===== config.mk =====
export PLATFORM = sky130hd
export DESIGN_NAME = onehot_scan_decoder
export DESIGN_NICKNAME = d
export VERILOG_FILES = /design/src/rtl/onehot_scan_decoder_pkg.sv /design/src/rtl/onehot_scan_decoder_bit_pick.sv /design/src/rtl/onehot_scan_decoder.sv
export SDC_FILE = /design/constraint.sdc
export NUM_CORES = 1
export LEC_CHECK = 0
export ABC_AREA = 1
export BUFFER_PORTS_ARGS = -buffer_cell sky130_fd_sc_hd__buf_4
export CAP_MARGIN = 20
export CELL_PAD_IN_SITES_DETAIL_PLACEMENT = 2
export CELL_PAD_IN_SITES_GLOBAL_PLACEMENT = 2
export CORE_UTILIZATION = 30
export DETAILED_ROUTE_END_ITERATION = 8
export PLACE_DENSITY = 0.93
export SYNTH_ARGS = -nofsm -noshare
export SYNTH_HDL_FRONTEND = slang
export SYNTH_SLANG_ARGS = --single-unit

===== constraint.sdc =====
create_clock -name clock -period 4.4 [get_ports clock]
set_input_delay 0.66 -clock clock [delete_from_list [all_inputs] [get_ports clock]]
set_output_delay 0.66 -clock clock [all_outputs]
set_load 0.02 [all_outputs]

===== src/rtl/onehot_scan_decoder_pkg.sv =====
`default_nettype none
// ============================================================================
// Module      : onehot_scan_decoder_pkg
// Description : Shared state encoding, scan-direction constants and the
//               one-hot expansion helper for the one-hot scan decoder.
// Revision    : 1.0 - initial release
// ============================================================================
package onehot_scan_decoder_pkg;

    typedef enum logic [1:0] {
        IDLE   = 2'd0,
        SINGLE = 2'd1,
        SCAN   = 2'd2
    } state_t;

    localparam logic DIR_ASC  = 1'b0;
    localparam logic DIR_DESC = 1'b1;

    // The helper works at the widest supported size; callers cast the result
    // down to their own N, so SEL_W is limited to C_MAX_SEL_W.
    localparam int C_MAX_SEL_W = 8;
    localparam int C_MAX_N     = 2 ** C_MAX_SEL_W;

    function automatic logic [C_MAX_N-1:0] onehot_of(input logic [C_MAX_SEL_W-1:0] index);
        logic [C_MAX_N-1:0] v;
        v        = '0;
        v[index] = 1'b1;
        return v;
    endfunction

endpackage
`default_nettype wire


===== src/rtl/onehot_scan_decoder_bit_pick.sv =====
`default_nettype none
// ============================================================================
// Module      : onehot_scan_decoder_bit_pick
// Description : Combinational priority picker returning the lowest (ascending)
//               or highest (descending) set bit of a vector.
// Revision    : 1.0 - initial release
// ============================================================================
module onehot_scan_decoder_bit_pick
    import onehot_scan_decoder_pkg::*;
#(
    parameter  int N     = 16,
    localparam int SEL_W = $clog2(N)
) (
    input  logic [N-1:0]     vec,
    input  logic             dir,
    output logic [SEL_W-1:0] idx,
    output logic             any
);

    // Scanning toward the favoured end lets the last match win.
    always_comb begin
        idx = '0;
        any = 1'b0;
        if (dir == DIR_ASC) begin
            for (int i = N - 1; i >= 0; i--) begin
                if (vec[i]) begin
                    idx = SEL_W'(i);
                    any = 1'b1;
                end
            end
        end else begin
            for (int i = 0; i < N; i++) begin
                if (vec[i]) begin
                    idx = SEL_W'(i);
                    any = 1'b1;
                end
            end
        end
    end

endmodule
`default_nettype wire


===== src/rtl/onehot_scan_decoder.sv =====
`default_nettype none
// ============================================================================
// Module      : onehot_scan_decoder
// Description : Registered index-to-one-hot decoder with a register-list scan
//               mode for load/store-multiple sequencing.
// Revision    : 1.0 - initial release
// ============================================================================
module onehot_scan_decoder
    import onehot_scan_decoder_pkg::*;
#(
    parameter  int SEL_W = 4,
    localparam int N     = 2 ** SEL_W
) (
    input  logic             clock,
    input  logic             reset,
    input  logic             en,
    input  logic [SEL_W-1:0] sel_in,
    input  logic             start,
    input  logic [N-1:0]     mask_in,
    input  logic             dir,
    input  logic             ready,
    output logic [N-1:0]     onehot_out,
    output logic [SEL_W-1:0] index_out,
    output logic             valid,
    output logic             last,
    output logic             busy,
    output logic             done
);

    state_t           r_state;
    logic [N-1:0]     r_onehot;
    logic [SEL_W-1:0] r_index;
    logic             r_valid;
    logic             r_last;
    logic             r_done;
    logic             r_dir;
    logic [N-1:0]     r_remaining;

    logic [N-1:0]     w_pickVec;
    logic             w_pickDir;
    logic [SEL_W-1:0] w_pickIdx;
    logic             w_pickAny;
    logic [N-1:0]     w_pickOnehot;
    logic [N-1:0]     w_pickCleared;
    logic [N-1:0]     w_selOnehot;

    // One picker serves both the fresh mask in IDLE and the leftover list in SCAN.
    assign w_pickVec = (r_state == SCAN) ? r_remaining : mask_in;
    assign w_pickDir = (r_state == SCAN) ? r_dir       : dir;

    onehot_scan_decoder_bit_pick #(
        .N (N)
    ) u_bitPick (
        .vec (w_pickVec),
        .dir (w_pickDir),
        .idx (w_pickIdx),
        .any (w_pickAny)
    );

    assign w_pickOnehot  = N'(onehot_of(C_MAX_SEL_W'(w_pickIdx)));
    assign w_pickCleared = w_pickVec & ~w_pickOnehot;
    assign w_selOnehot   = N'(onehot_of(C_MAX_SEL_W'(sel_in)));

    always_ff @(posedge clock) begin
        if (reset) begin
            r_state     <= IDLE;
            r_onehot    <= '0;
            r_index     <= '0;
            r_valid     <= 1'b0;
            r_last      <= 1'b0;
            r_done      <= 1'b0;
            r_dir       <= DIR_ASC;
            r_remaining <= '0;
        end else begin
            r_done <= 1'b0;
            case (r_state)
                IDLE: begin
                    if (start) begin
                        r_dir <= dir;
                        if (w_pickAny) begin
                            r_onehot    <= w_pickOnehot;
                            r_index     <= w_pickIdx;
                            r_valid     <= 1'b1;
                            r_remaining <= w_pickCleared;
                            r_last      <= (w_pickCleared == '0);
                            r_state     <= SCAN;
                        end else begin
                            // Empty list completes immediately without any element.
                            r_done <= 1'b1;
                        end
                    end else if (en) begin
                        r_onehot <= w_selOnehot;
                        r_index  <= sel_in;
                        r_valid  <= 1'b1;
                        r_last   <= 1'b0;
                        r_state  <= SINGLE;
                    end
                end

                SINGLE: begin
                    if (ready) begin
                        r_onehot <= '0;
                        r_index  <= '0;
                        r_valid  <= 1'b0;
                        r_last   <= 1'b0;
                        r_state  <= IDLE;
                    end
                end

                SCAN: begin
                    if (ready) begin
                        if (w_pickAny) begin
                            r_onehot    <= w_pickOnehot;
                            r_index     <= w_pickIdx;
                            r_remaining <= w_pickCleared;
                            r_last      <= (w_pickCleared == '0);
                        end else begin
                            r_onehot <= '0;
                            r_index  <= '0;
                            r_valid  <= 1'b0;
                            r_last   <= 1'b0;
                            r_done   <= 1'b1;
                            r_state  <= IDLE;
                        end
                    end
                end

                default: begin
                    r_onehot    <= '0;
                    r_index     <= '0;
                    r_valid     <= 1'b0;
                    r_last      <= 1'b0;
                    r_remaining <= '0;
                    r_state     <= IDLE;
                end
            endcase
        end
    end

    assign onehot_out = r_onehot;
    assign index_out  = r_index;
    assign valid      = r_valid;
    assign last       = r_last;
    assign done       = r_done;
    assign busy       = (r_state != IDLE);

endmodule
`default_nettype wire


==> flow_summary.json <==
{
  "synth_edf_count": 0,
  "start_util_pct": 31.6,
  "hold_viol_final": 0,
  "yosysSeqAreaShare_pct": 31.9,
  "synth_ff_type": "dfxtp_1",
  "overflow": 0,
  "avgSynthCellArea_sq_um": 6.14,
  "max_stage_delay_ns": 0.43,
  "period_share_pct": 84.6,
  "ys_top_cells_by_count": "nand2_1 (153), dfxtp_1 (42), a21oi_1 (40)",
  "fp.dieW_microns": 95.7,
  "slowest_stage": "dfxtp_1",
  "p_total_mw": 2.27,
  "ctsResizeCount": 0,
  "yosysTopAreaCell": "dfxtp_1",
  "grt_pass1_vias": 3363,
  "holdWs_ns": 0.470,
  "place_ws_ns": 0.753,
  "p_per_area_nw_per_um2": 713,
  "finalSetupTns_ns": 0,
  "max_freq_mhz": 269,
  "cts_root_buf": "clkbuf_8",
  "drc": 0,
  "clk_latency_ns": 0.31,
  "rsz0062_at_grt": "false",
  "setup_slack_ns": 0.678,
  "final_util_pct": 38.2,
  "core-area_sq_um": 8340,
  "status": "complete, no violations",
  "die_y_microns": 95.7,
  "drt_wl_total_microns": 10100,
  "cts_tree": "yes",
  "ir_worst_vdd_mv": 0.309,
  "synth.most_common_cell": "nand2_1",
  "min_period_ns": 3.72,
  "grt_pass1_wl_microns": 16800,
  "gp_congestion": 0.863,
  "layout.nets": 499,
  "dieArea_sq_um": 9160,
  "clock_path_buffers": 2,
  "antenna_found_initial": 0,
  "critPathMaxFanout": 26,
  "path_buf_inv": 2,
  "drive_gt1_share_pct": 19.2,
  "cpLargestDelayFamily": "simple AND/OR/NAND/NOR gates",
  "placed_cell_area_sq_um": 3070,
  "fin_area_sq_um": 3180,
  "synth_cell_types": 34,
  "synth_top_area_share_pct": 31.9,
  "clk_pin_slew_ns": 0.09,
  "drtPass1Iterations": 4,
  "tightestPinTransition_ns": 0.707,
  "nFillCells": 1041,
  "via_per_inst": 5.28,
  "htreeDepth": 2,
  "grt_max_degree": 43,
  "synth_seq_cells": 42,
  "syn_nets": 455,
  "async_flop_share_pct": 0,
  "yosys_warnings": 0,
  "path_class": "register to register",
  "path_common_cell": "nand2_1",
  "synthesis.instances": 429,
  "cts_hold_buffers": 0,
  "p_leak_nw": 1.43,
  "antennaDiodeCount": 0,
  "io_buffers": 49,
  "required_ns": 4.65,
  "num_vias": 3057,
  "syn2layout_area_growth_pct": 20.8,
  "cp-end-kind": "register",
  "dpl.cell_count": 571,
  "final_cells": 579,
  "finClkSkew_ns": 0.0129,
  "numCtsBuffers": 5,
  "post_cts_buffers": 0,
  "clock_sinks": 42,
  "synth.area.top_cells": "dfxtp_1 (32%), nand2_1 (22%), a21oi_1 (7.6%)",
  "rows": 33,
  "synth_area_sq_um": 2640,
  "ant_nets": 0,
  "io_pins": 50,
  "drv_slew": 0,
  "setup_violations": 0,
  "slew_headroom_pct": 52.8,
  "maxCapViolCount": 0,
  "hpwl_microns": 7880,
  "cp.arrival_ns": 3.98,
  "drt-initial-drc-count": 123,
  "grtUsageTotal_pct": 23.7,
  "cp-start-kind": "register",
  "hold_class": "register to register",
  "wl_per_cell_microns": 17.4
}
metal layers:
layer	up-vias	global-route usage (%)	wire length (microns)
met5	-	0	0
met4	0	9.20	299
met2	57	41.8	5040
met1	1498	29.3	4480
li1	1481	-	-
met3	21	2.61	258
worst paths after layout:
kind                                      start              end  slack, ns  cells after the start
worst max-delay path                 r_state[0]             last       0.68                     25
worst max register to register       r_state[0]             last       0.68                     25
worst min-delay path            r_remaining[14]  r_remaining[14]       0.47                      2
worst min register to register  r_remaining[14]  r_remaining[14]       0.47                      2
where the power goes:
part	total [mW]	switching (mW)	internal, mW
combinational	1.39	0.980	0.409
clock	0.323	0.153	0.170
sequential	0.559	0.0715	0.487
total	2.27	1.20	1.07
state kept, by name (all words and copies together) (netlist names):
name and count:
r_remaining 16, r_dir 1, valid 1, last 1
r_state 2, onehot_out 16, index_out 4, done 1
tightest hold or removal path, delay by kind of cell, from the launching register on:
kind             cells  cell delay, ns
AND/OR/NAND/NOR      1            0.06
AO/OA/AOI/OAI        1            0.05
flip-flops           1            0.31
placed cells by master, fill, tap and decap left out, types with 5 or more instances in the layout:
master	count
dfxtp_1	42
nand2_1	153
buf_4	52
o21ai_1	8
clkbuf_8	5
inv_1	36
a21oi_1	40
o22ai_1	10
nor2_1	26
o32ai_1	6
o21ai_0	9
inv_2	12
nand3_1	35
kinds of logic after synthesis:
family	share of synthesized area (%)
compound gates	18.8
simple gates	38.7
flops	31.9
buf+inv	10.3
mux	0.380
layout make-up:
class                   count  area, sq um  share of cell area [%]
clock buffers               6         72.6                    2.28
clock inverters             2         37.5                    1.18
inverters                  50          188                    5.89
multi-input cells         322         1520                    47.9
flip-flops and latches     42          841                    26.4
well taps                 105          131                    4.13
repair buffers             52          390                    12.3
Power figures use the tool's default switching activity.
